==> src/rtl/addsub_pkg.sv <==
// Types and forward add/sub model shared by the add/sub unit, its recovery block and their benches.
// Result width is always one bit wider than the operand width.
package addsub_pkg;

  localparam int ADDSUB_WIDTH = 8;

  typedef struct packed {
    logic [ADDSUB_WIDTH:0]   result;
    logic [ADDSUB_WIDTH-1:0] dataa;
    logic                    add_sub;
  } addsub_tuple_t;

  // Forward operation of the registered add/sub unit (add_sub=1 adds, 0 subtracts).
  function automatic logic [ADDSUB_WIDTH:0] addsub_fwd(
    input logic [ADDSUB_WIDTH-1:0] dataa,
    input logic [ADDSUB_WIDTH-1:0] datab,
    input logic                    add_sub
  );
    logic [ADDSUB_WIDTH:0] a_ext;
    logic [ADDSUB_WIDTH:0] b_ext;
    a_ext = {1'b0, dataa};
    b_ext = {1'b0, datab};
    return add_sub ? (a_ext + b_ext) : (a_ext - b_ext);
  endfunction

endpackage

==> src/rtl/addsub_pipe_stage.sv <==
// Generic valid/ready register slice: 1-cycle latency, full throughput.
// Accepts when empty or when its own output is being taken this cycle; otherwise holds.
module addsub_pipe_stage #(
  parameter int DW = 8
) (
  input  logic          clk,
  input  logic          rst_n,
  input  logic          in_valid,
  output logic          in_ready,
  input  logic [DW-1:0] in_data,
  output logic          out_valid,
  input  logic          out_ready,
  output logic [DW-1:0] out_data
);

  assign in_ready = !out_valid || out_ready;

  always_ff @(posedge clk) begin
    if (!rst_n) begin
      out_valid <= 1'b0;
      out_data  <= '0;
    end else if (in_ready) begin
      out_valid <= in_valid;
      if (in_valid) out_data <= in_data;
    end
  end

endmodule

==> src/rtl/addsub_operand_recover.sv <==
// Recovers datab from {result, dataa, add_sub} tuples and flags impossible ones.
// 2-cycle latency, 1 tuple/cycle; in_ready falls only when both stages are full and out_ready is low.
module addsub_operand_recover
  import addsub_pkg::*;
#(
  parameter int WIDTH     = ADDSUB_WIDTH,
  parameter int CNT_WIDTH = 16
) (
  input  logic                 clk,
  input  logic                 rst_n,
  input  logic                 in_valid,
  output logic                 in_ready,
  input  logic [WIDTH:0]       in_result,
  input  logic [WIDTH-1:0]     in_dataa,
  input  logic                 in_add_sub,
  output logic                 out_valid,
  input  logic                 out_ready,
  output logic [WIDTH-1:0]     out_datab,
  output logic                 out_err,
  output logic [CNT_WIDTH-1:0] txn_count,
  output logic [CNT_WIDTH-1:0] err_count
);

  localparam int TW = 2 * WIDTH + 2;

  logic          s1_valid;
  logic          s2_in_ready;
  logic [TW-1:0] s1_data;
  logic [WIDTH:0]   s1_result;
  logic [WIDTH-1:0] s1_dataa;
  logic             s1_add_sub;
  logic [WIDTH:0]   d;
  logic             out_xfer;

  addsub_pipe_stage #(.DW(TW)) u_s1 (
    .clk       (clk),
    .rst_n     (rst_n),
    .in_valid  (in_valid),
    .in_ready  (in_ready),
    .in_data   ({in_result, in_dataa, in_add_sub}),
    .out_valid (s1_valid),
    .out_ready (s2_in_ready),
    .out_data  (s1_data)
  );

  assign {s1_result, s1_dataa, s1_add_sub} = s1_data;

  // Bit WIDTH of the modular difference is set exactly when no WIDTH-bit datab fits.
  always_comb begin
    d = '0;
    if (s1_add_sub) d = s1_result - {1'b0, s1_dataa};
    else            d = {1'b0, s1_dataa} - s1_result;
  end

  addsub_pipe_stage #(.DW(WIDTH + 1)) u_s2 (
    .clk       (clk),
    .rst_n     (rst_n),
    .in_valid  (s1_valid),
    .in_ready  (s2_in_ready),
    .in_data   (d),
    .out_valid (out_valid),
    .out_ready (out_ready),
    .out_data  ({out_err, out_datab})
  );

  assign out_xfer = out_valid && out_ready;

  always_ff @(posedge clk) begin
    if (!rst_n) begin
      txn_count <= '0;
      err_count <= '0;
    end else if (out_xfer) begin
      if (txn_count != '1)            txn_count <= txn_count + 1'b1;
      if (out_err && err_count != '1) err_count <= err_count + 1'b1;
    end
  end

endmodule

==> config.mk <==
export PLATFORM = sky130hd
export DESIGN_NAME = addsub_operand_recover
export DESIGN_NICKNAME = d
export VERILOG_FILES = /design/src/rtl/addsub_pkg.sv /design/src/rtl/addsub_pipe_stage.sv /design/src/rtl/addsub_operand_recover.sv
export SDC_FILE = /design/constraint.sdc
export NUM_CORES = 1
export LEC_CHECK = 0
export ABC_AREA = 1
export BUFFER_PORTS_ARGS = -buffer_cell sky130_fd_sc_hd__buf_4
export CAP_MARGIN = 10
export CORE_ASPECT_RATIO = 1.1
export CORE_MARGIN = 5
export CORE_UTILIZATION = 52
export DETAILED_ROUTE_END_ITERATION = 7
export PLACE_DENSITY = 0.75
export REMOVE_ABC_BUFFERS = 1
export SLEW_MARGIN = 10
export SYNTH_ARGS = -nofsm -noshare
export SYNTH_HDL_FRONTEND = slang
export SYNTH_SLANG_ARGS = --single-unit
==> constraint.sdc <==
create_clock -name clk -period 2.6 [get_ports clk]
set_input_delay 0.39 -clock clk [delete_from_list [all_inputs] [get_ports clk]]
set_output_delay 0.39 -clock clk [all_outputs]
set_load 0.01 [all_outputs]
==> flow_metrics.py, run 1 <==
metrics = {
    "run_status": {
        "run_status": "finished, final reports clean",
    },
    "grt": {
        "grt_pass1_wl_mm": 13.99,
        "gr-max-usage-layer": "met2",
        "grt_pass1_vias": 3286,
        "globalRouteMet2Util": 0.3297,
        "antenna_found_initial": 0,
        "grt_max_degree": 38,
        "use_met3": 0.04333,
        "grt-ovfl-total": 0,
        "use_met1": 0.2372,
        "grt.total_usage": 0.1974,
    },
    "worst_setup_path": {
        "r2r-start": "txn_count[0]",
        "r2r_slack_ns": 0.81,
        "crit_path_end_kind": "flip-flop",
        "critPathLaunchType": "flip-flop",
        "cp.arrival_ns": 1.99,
        "path_max_fanout": 18,
        "r2r_end": "txn_count[13]",
        "path_class": "flip-flop to flip-flop",
        "required_ns": 2.80,
        "reg2reg_depth": 8,
    },
    "power": {
        "cellPowerDensity_nw_per_um2": 525.1,
        "p_sw_frac": 0.2745,
        "combPwrFrac": 0.161,
        "p_switching_mw": 0.6188,
        "p_leak_nw": 1.988,
        "power_frac_seq": 0.440,
        "intPower_mw": 1.636,
        "ir_worst_vdd_v": 0.0003475,
        "clock_power_share": 0.400,
    },
    "cts": {
        "cts-resized-gates": 0,
        "htree_levels": 3,
        "cts_sinks": 61,
        "cts_buffers": 9,
        "post_cts_buffers": 0,
        "ctsHoldBuffers": 0,
        "clockBufferDepth": 2,
        "cts_tree": "built",
        "cts_root_buffer": "clkbuf_8",
        "clock_latency_ns": 0.34,
        "clkTransAtPathRegs_ns": 0.07,
    },
    "yosys": {
        "synth_warnings": 0,
        "synth.most_common_cell": "nand2_1",
        "synth.avg_cell_area_um2": 6.643,
        "synth_area_leader_cell": "dfxtp_1",
        "synth_xor_area_frac": 0.05185,
        "synth_area_um2": 3547,
        "yosysSeqAreaShare": 0.3443,
        "synth_edf_count": 0,
        "synth_compound_area_frac": 0.1160,
        "synth_async_sr_flop_share": 0,
        "synthAdderAreaFrac": 0.07478,
        "synth_top_family_by_area": "simple AND/OR/NAND/NOR gates",
        "yosys.area_share.simple": 0.3213,
        "synth_cells": 534,
        "synth_top_area_share": 0.3443,
        "synth_seq_cells": 61,
        "synth.distinct_cells": 26,
        "ys.flop_type": "dfxtp_1",
        "synth_mux_area_frac": 0,
        "synth_commonest_cells": "nand2_1, inv_1, dfxtp_1, nor2_1, a21oi_1",
        "yosys-top-cells-area": "dfxtp_1, nand2_1, a21oi_1",
    },
    "drt": {
        "drtIter0Drc": 131,
        "wirelength_mm": 8.273,
        "routed_via_density": 5.230,
        "ant_nets": 0,
        "post-route-drc-count": 0,
        "wl_per_cell_um": 12.10,
        "num_vias": 3577,
        "drt_first_pass_iters": 5,
    },
    "sta": {
        "hold_viol": 0,
        "worst_pin_slew_ns": 0.7102,
        "skew_ns": 0.009359,
        "slew_violations": 0,
        "setup_tns_ns": 0,
        "min_period_ns": 1.793,
        "rsz0062_at_grt": "no",
        "clock.fmax_ghz": 0.5576,
        "fin_crit_sh": 0.6898,
        "final-setup-viol-count": 0,
        "fin_ws_ns": 0.8066,
        "slew_headroom": 0.5260,
    },
    "floorplanning": {
        "initial_core_util": 0.5348,
        "ios": 65,
        "die_h_um": 96.63,
        "die_w_um": 88.75,
        "die_area_um2": 8575,
        "coreArea_um2": 6633,
        "row_count": 31,
    },
    "placed_design": {
        "port-buffer-count": 64,
        "dp_slack_ns": 0.8178,
        "gp_congestion": 0.8668,
        "dp_hpwl_mm": 5.995,
        "dp_cells": 668,
    },
    "layout": {
        "layout-drive-gt1-share": 0.1561,
        "final_cells": 684,
        "fin_util": 0.6474,
        "n_antenna_cell": 0,
        "nets": 639,
        "syn2layout_area_growth_pct": 21.06,
    },
    "job": {
        "maxCapViolations": 0,
    },
    "min_path": {
        "holdPathStages": 3,
        "hold_path_end": "u_s1.out_data[10]",
        "hp-start": "in_result[1]",
        "min_path_type": "input port to flip-flop",
    },
}
==> stage by stage <==
stage          power, mW  hold slack (ns)  cell area, um2
3_3_place_gp       1.364           0.4590            4083
3_5_place_dp       1.373           0.4670            4083
5_1_grt            2.359           0.3376            4294
2_1_floorplan      1.256           0.4437            3470
6_report           2.255           0.3287            4294
4_1_cts            2.266           0.3222            4294
==> flip-flops by register name, summed over array words and instances (netlist names) <==
name	cells
txn_count	16
err_count	16
u_s1.out_valid	1
u_s2.out_data	9
u_s1.out_data	18
u_s2.out_valid	1
==> worst max path at each step <==
stage	from	endpoint	slack (ns)
after floorplan	txn_count[0]	txn_count[13]	1.00
after global placement	err_count[0]	err_count[14]	0.88
after detailed placement	txn_count[0]	txn_count[13]	0.82
after CTS	err_count[0]	err_count[6]	0.81
after global routing	txn_count[0]	txn_count[13]	0.63
final	txn_count[0]	txn_count[13]	0.81
==> routing by layer <==
layer | wire [um] | share of wire
met3 | 573 | 0.069
met4 | 220 | 0.027
met2 | 3985 | 0.48
met5 | 0 | 0
met1 | 3493 | 0.42
==> area by class of cell <==
| class | instances | area, um2 |
|---|---|---|
| fillers | 620 | 2338 |
| multi-input cells | 391 | 2001 |
| flip-flops and latches | 61 | 1221 |
| repair buffers | 68 | 510.5 |
| inverters | 66 | 247.7 |
| clock buffers | 13 | 168.9 |
| well taps | 82 | 102.6 |
| clock inverters | 3 | 42.54 |
==> logic make-up (layout without fill, tap and decap cells) <==
| group | after synthesis | count (layout) |
|---|---|---|
| AOI/OAI and AO/OA | 82 | 82 |
| DFF | 61 | 61 |
| and+or+nand+nor | 268 | 268 |
| adders and majority gates | 20 | 20 |
| buffers and inverters | 82 | 150 |
| xor gates and xnor gates | 21 | 21 |
==> critical path: stages, from the launching register on <==
cell and delay, ns:
dfxtp_1 0.42, ha_1 0.26, nand3_2 0.12, nor2_2 0.16, nand3_1 0.09, nand2_2 0.27
inv_2 0.16, nand2_1 0.11, a21oi_1 0.06
==> layout by cell type, fill, tap and decap left out <==
cell        synthesis  layout
inv_2               2       2
nand3b_1            2       2
inv_1              64      64
a21oi_1            49      49
o21ai_0            32      32
a31oi_1             1       1
dfxtp_1            61      61
xnor2_1             9       9
clkbuf_8            0      12
nand2_1           144     144
ha_1               18      18
nand3_1            37      37
clkinvlp_4          0       1
nand3_2             1       1
nand2_4             1       1
nor2_2              2       2
nand4_1             9       9
xor2_1             12      12
bufinv_16           0       1
clkbuf_1           11       1
buf_4               2      68
nand3b_4            1       1
nor3_1              6       6
fa_1                2       2
nand2_2             3       3
nor2_1             61      61
nor2_4              1       1
clkinv_2            0       1
==> power groups by stage <==
stage | combinational [mW] | clock (mW) | sequential [mW]
final | 0.363 | 0.901 | 0.991
after global routing | 0.416 | 0.948 | 0.996
after CTS | 0.364 | 0.911 | 0.991
after detailed placement | 0.360 | 0 | 1.01
after global placement | 0.353 | 0 | 1.01
after floorplan | 0.239 | 0 | 1.02
Note: power is estimated with default switching activity, not from simulation.
==> run 2, diff against run 1 <==
CORE_UTILIZATION = 51   (was 52)
PLACE_DENSITY = 0.77   (was 0.75)
clock period = 1.5 ns   (was 2.6 ns; I/O delays follow)
==> run 2 against run 1 <==
- the run now ends with setup timing left
- count of clock-buffer cells in the layout unchanged
- utilization is 14 points higher
- critical path depth rose by 5
- combinational power rose to 2.7 times the previous value
- die area grew 1.7%
- power up 110%
- critical endpoint is now u_s2.out_data[8]
- highest routed layer unchanged
==> flow_metrics.py, run 2 (synthesis results as in run 1) <==
metrics = {
    "run_status": {
        "run_status": "finished, violations left",
        "violations": "setup timing",
    },
    "layout": {
        "layout-drive-gt1-share": 0.3767,
        "largest_reg_flops": 18,
        "final_common_cell": "nand2_1",
        "n_antenna_cell": 0,
        "syn2layout_area_growth_pct": 48.22,
        "top_regs": "u_s1.out_data (18), err_count (16), txn_count (16)",
        "nets": 698,
        "largest-register": "u_s1.out_data",
        "most-common-layout-cells": "nand2_1, buf_4, nor2_1",
    },
    "power": {
        "ir_worst_vdd_v": 0.0009332,
        "p_leak_nw": 2.385,
        "cellPowerDensity_nw_per_um2": 884.2,
        "power.total_mw": 4.649,
    },
    "job": {
        "maxCapViolations": 0,
    },
    "placed_design": {
        "dp_slack_ns": -0.2315,
        "gp_congestion": 0.8718,
        "port-buffer-count": 64,
        "dp_hpwl_mm": 6.604,
    },
    "worst_setup_path": {
        "path_buf_inv": 3,
        "required_ns": 1.76,
        "critPathLaunchType": "flip-flop",
        "critPathMaxStageDelay_ns": 0.38,
        "path_common_cell": "nand2_1",
        "cp_top_family": "simple AND/OR/NAND/NOR gates",
        "crit_chain": "inv_4 > ha_4 > fa_2 > inv_2 > nand3_2 > nand2_1 > nand2_1 > nand2_1 > nand2_1 > nand2_1 > nand3_1 > nand2_1 > inv_1",
        "crit_slowest_cell": "dfxtp_4",
        "cp.arrival_ns": 1.95,
        "path_class": "flip-flop to flip-flop",
        "path_max_fanout": 2,
        "crit_path_end_kind": "flip-flop",
    },
    "grt": {
        "grt_max_degree": 21,
        "grt_pass1_wl_mm": 16.10,
        "grt.total_usage": 0.2300,
        "use_met3": 0.03478,
        "antenna_found_initial": 0,
        "use_met1": 0.2742,
        "grt_pass1_vias": 3584,
        "gr-max-usage-layer": "met2",
        "globalRouteMet2Util": 0.3931,
        "grt-ovfl-total": 0,
    },
    "sta": {
        "final-setup-viol-count": 13,
        "fin_ws_ns": -0.1965,
        "worst_pin_slew_ns": 0.4536,
        "min_period_ns": 1.696,
        "hold_slack_ns": 0.1519,
        "slew_headroom": 0.6973,
        "hold_viol": 0,
        "skew_ns": 0.01284,
        "fin_crit_sh": 1.131,
        "slew_violations": 0,
        "clock.fmax_ghz": 0.5895,
        "rsz0062_at_grt": "yes",
    },
    "floorplanning": {
        "die_area_um2": 8725,
        "row_count": 31,
        "coreArea_um2": 6671,
        "die_w_um": 89.52,
        "die_h_um": 97.47,
        "initial_core_util": 0.5317,
        "ios": 65,
    },
    "cts": {
        "cts_tree": "built",
        "clkTransAtPathRegs_ns": 0.07,
        "clockBufferDepth": 2,
        "cts_buffers": 9,
        "cts_sinks": 61,
        "cts_root_buffer": "clkbuf_8",
        "clock_latency_ns": 0.36,
        "ctsHoldBuffers": 0,
        "htree_levels": 3,
    },
    "drt": {
        "ant_nets": 0,
        "wirelength_mm": 11.25,
        "post-route-drc-count": 0,
        "drtIter0Drc": 262,
        "drt_first_pass_iters": 5,
        "num_vias": 3979,
        "routed_via_density": 5.355,
        "wl_per_cell_um": 15.15,
    },
    "min_path": {
        "min_path_type": "input port to flip-flop",
    },
}
-- run 2: cell types whose count changed in the layout (fill, tap and decap cells not counted), sizes merged --
cell,before,now
clkinv,1,0
buf,68,126
clkinvlp,1,0
bufinv,1,3
clkbuf,13,14
-- run 2: layer usage --
layer	wire, um	part of all wire	vias up
li1	-	-	1941
met1	4469	0.40	1833
met2	5655	0.50	163
met3	669	0.059	42
met4	460	0.041	0
met5	0	0	-
-- run 2: repair_timing --
| action | 4_1_cts | 5_1_grt |
|---|---|---|
| gates resized for setup | 32 | 102 |
| setup endpoints to repair | 18 | 35 |
| endpoints found under the hold margin | 0 | 0 |
| setup buffers | 2 | 14 |
| cloned | 0 | 1 |
| pin swaps | 9 | 42 |
-- run 2: worst paths after layout --
check,start,end,slack [ns],cells past startpoint
setup / recovery,u_s1.out_data[1],u_s2.out_data[8],-0.20,13
hold reg to reg,u_s1.out_data[17],u_s1.out_data[17],0.48,2
hold / removal,in_result[5],u_s1.out_data[14],0.15,3
setup reg to reg,u_s1.out_data[1],u_s2.out_data[8],-0.20,13
-- run 2: power breakdown --
group,switching [mW],leakage (nW),internal (mW)
Sequential,0.0541,0.507,1.68
Clock,0.698,0.130,1.24
Combinational,0.539,1.75,0.432
-- run 2: worst min-delay path: stages --
cell	delay (ns)
buf_4	0.07
o21ai_0	0.07
a21oi_1	0.10
-- run 2: layout make-up --
type                            count  area [um2]
Inverter                           66       262.8
Timing Repair Buffer              127       998.5
Clock inverter                      3       90.09
Sequential cell                    61        1256
Fill cell                         460        1414
Tap cell                           82       102.6
Clock buffer                       13       168.9
Multi-Input combinational cell    391        2379
-- run 2: metrics by stage --
stage,util,std cells,instance area (um2),setup TNS [ns]
floorplan,-,518,3470,-1.672
global placement,0.6622,711,4418,-0.5731
detailed placement,0.6622,711,4418,-1.348
CTS,0.7222,729,4818,-0.4255
global route,0.7881,743,5258,-1.941
finish,0.7881,743,5258,-0.8399
==> run 3, diff against run 2 <==
BUFFER_PORTS_ARGS = -buffer_cell sky130_fd_sc_hd__clkbuf_2   (was -buffer_cell sky130_fd_sc_hd__buf_4)
==> run 3 against run 2 <==
- the run still ends with setup timing left
- worst hold slack improved by 0.0071 ns
- critical path depth is the same
- global-route usage is 1.0 points lower
- count of clock-buffer cells in the layout is 1 lower
- flip-flop and latch count stayed put
- sequential share of layout area is 1.8 points higher
- power is 8.8% lower
- final cell count down 0.94%
- first-iteration DRC count decreased by 52%
==> flow_metrics.py, run 3 (synthesis results as in run 1) <==
metrics = {
    "worst_setup_path": {
        "required_ns": 1.74,
        "path_buf_inv": 3,
        "crit_slowest_cell": "dfxtp_4",
        "cp_top_family": "adder cells",
        "path_max_fanout": 2,
        "critPathLaunchType": "flip-flop",
        "critPathMaxStageDelay_ns": 0.38,
        "r2r-start": "u_s1.out_data[9]",
        "path_class": "flip-flop to flip-flop",
        "path_common_cell": "nand2_1",
        "cp.arrival_ns": 1.86,
        "crit_path_end_kind": "flip-flop",
        "crit_chain": "inv_4 > ha_4 > fa_2 > inv_2 > nand3_2 > nand2_1 > nand2_1 > nand2_2 > nand2_1 > nand2_1 > nand3_1 > nand2_1 > inv_1",
        "critPathLaunch": "u_s1.out_data[9]",
    },
    "sta": {
        "slew_headroom": 0.6856,
        "fin_ws_ns": -0.1166,
        "skew_ns": 0.008915,
        "fin_crit_sh": 1.078,
        "final-setup-viol-count": 7,
        "hold_viol": 0,
        "rsz0062_at_grt": "yes",
        "slew_violations": 0,
        "clock.fmax_ghz": 0.6186,
        "worst_pin_slew_ns": 0.4712,
        "min_period_ns": 1.617,
    },
    "min_path": {
        "hp-start": "in_result[3]",
        "min_path_type": "input port to flip-flop",
    },
    "power": {
        "p_leak_nw": 2.261,
        "power.total_mw": 4.242,
        "cellPowerDensity_nw_per_um2": 865.3,
        "ir_worst_vdd_v": 0.0006362,
    },
    "layout": {
        "most-common-layout-cells": "nand2_1, clkbuf_2, nor2_1",
        "layout-drive-gt1-share": 0.3456,
        "largest_reg_flops": 18,
        "fin_area_um2": 4902,
        "syn2layout_area_growth_pct": 38.20,
        "top_regs": "u_s1.out_data (18), err_count (16), txn_count (16)",
        "fin_util": 0.7348,
        "largest-register": "u_s1.out_data",
        "n_antenna_cell": 0,
        "final_cells": 736,
        "nets": 691,
        "final_common_cell": "nand2_1",
        "num-fill-cells": 509,
    },
    "drt": {
        "num_vias": 3806,
        "ant_nets": 0,
        "routed_via_density": 5.171,
        "drtIter0Drc": 126,
        "wirelength_mm": 9.979,
        "drt_first_pass_iters": 5,
        "post-route-drc-count": 0,
        "wl_per_cell_um": 13.56,
    },
    "grt": {
        "globalRouteMet2Util": 0.3710,
        "grt_pass1_wl_mm": 15.50,
        "grt_max_degree": 21,
        "use_met1": 0.2681,
        "grt-ovfl-total": 0,
        "use_met3": 0.05089,
        "grt_pass1_vias": 3535,
        "antenna_found_initial": 0,
        "gr-max-usage-layer": "met2",
        "grt.total_usage": 0.2198,
    },
    "run_status": {
        "run_status": "finished, violations left",
        "violations": "setup timing",
    },
    "floorplanning": {
        "initial_core_util": 0.5317,
        "coreArea_um2": 6671,
        "die_area_um2": 8725,
        "row_count": 31,
        "ios": 65,
        "die_w_um": 89.52,
        "die_h_um": 97.47,
    },
    "cts": {
        "ctsHoldBuffers": 0,
        "clock_latency_ns": 0.34,
        "cts_tree": "built",
        "cts_root_buffer": "clkbuf_8",
        "clockBufferDepth": 2,
        "cts_buffers": 9,
        "htree_levels": 3,
        "clkTransAtPathRegs_ns": 0.07,
        "cts_sinks": 61,
    },
    "placed_design": {
        "gp_congestion": 0.8604,
        "dp_cells": 705,
        "dp_hpwl_mm": 6.461,
        "dp_slack_ns": -0.2253,
        "place_area_um2": 4200,
        "port-buffer-count": 64,
    },
    "job": {
        "maxCapViolations": 0,
    },
}
## run 3: cell types whose count changed in the layout (fill, tap and decap cells not counted), sizes merged
cell    change
buf        -70
clkbuf     +62
clkinv      +2
bufinv      -1
## run 3: cell type report
class	instances	area, um2	area share
clock buffer	12	155.1	0.03165
inverter	66	260.3	0.05309
multi-input combinational	391	2296	0.4684
timing repair buffer	120	759.5	0.1549
sequential	61	1259	0.2568
tap	82	102.6	0.02093
clock inverter	4	70.07	0.01429
## run 3: final timing paths
check	slack [ns]	depth (start not counted)	end
hold / removal	0.16	3	u_s1.out_data[12]
setup reg to reg	-0.12	13	u_s2.out_data[8]
hold reg to reg	0.48	2	u_s1.out_data[17]
setup / recovery	-0.12	13	u_s2.out_data[8]
## run 3: per-layer routing
layer  wire length [um]  up-vias
met3                599       21
met4                223        0
met1               3925     1738
met2               5230      122
li1                   -     1925
met5                  0        -
## run 3: stage by stage
step	hold WS [ns]	setup TNS (ns)
floorplan	0.3454	-1.672
global placement	0.4588	-0.7362
detailed placement	0.4708	-1.418
CTS	0.1467	-0.4816
global route	0.1725	-1.074
finish	0.1590	-0.3764
## run 3: where the power goes
part / switching (mW) / internal [mW] / total (mW)
combinational: 0.472 / 0.363 / 0.835
clock: 0.653 / 1.02 / 1.68
sequential: 0.0499 / 1.68 / 1.73
## run 3: worst min-delay path: stages
cell and delay [ns]:
clkbuf_2 0.07, o21ai_0 0.07, a21oi_1 0.10
## run 3: timing repair
action,CTS,global route
buffers inserted,9,7
pin swaps,18,28
setup endpoints to repair,26,40
resized for setup,42,71
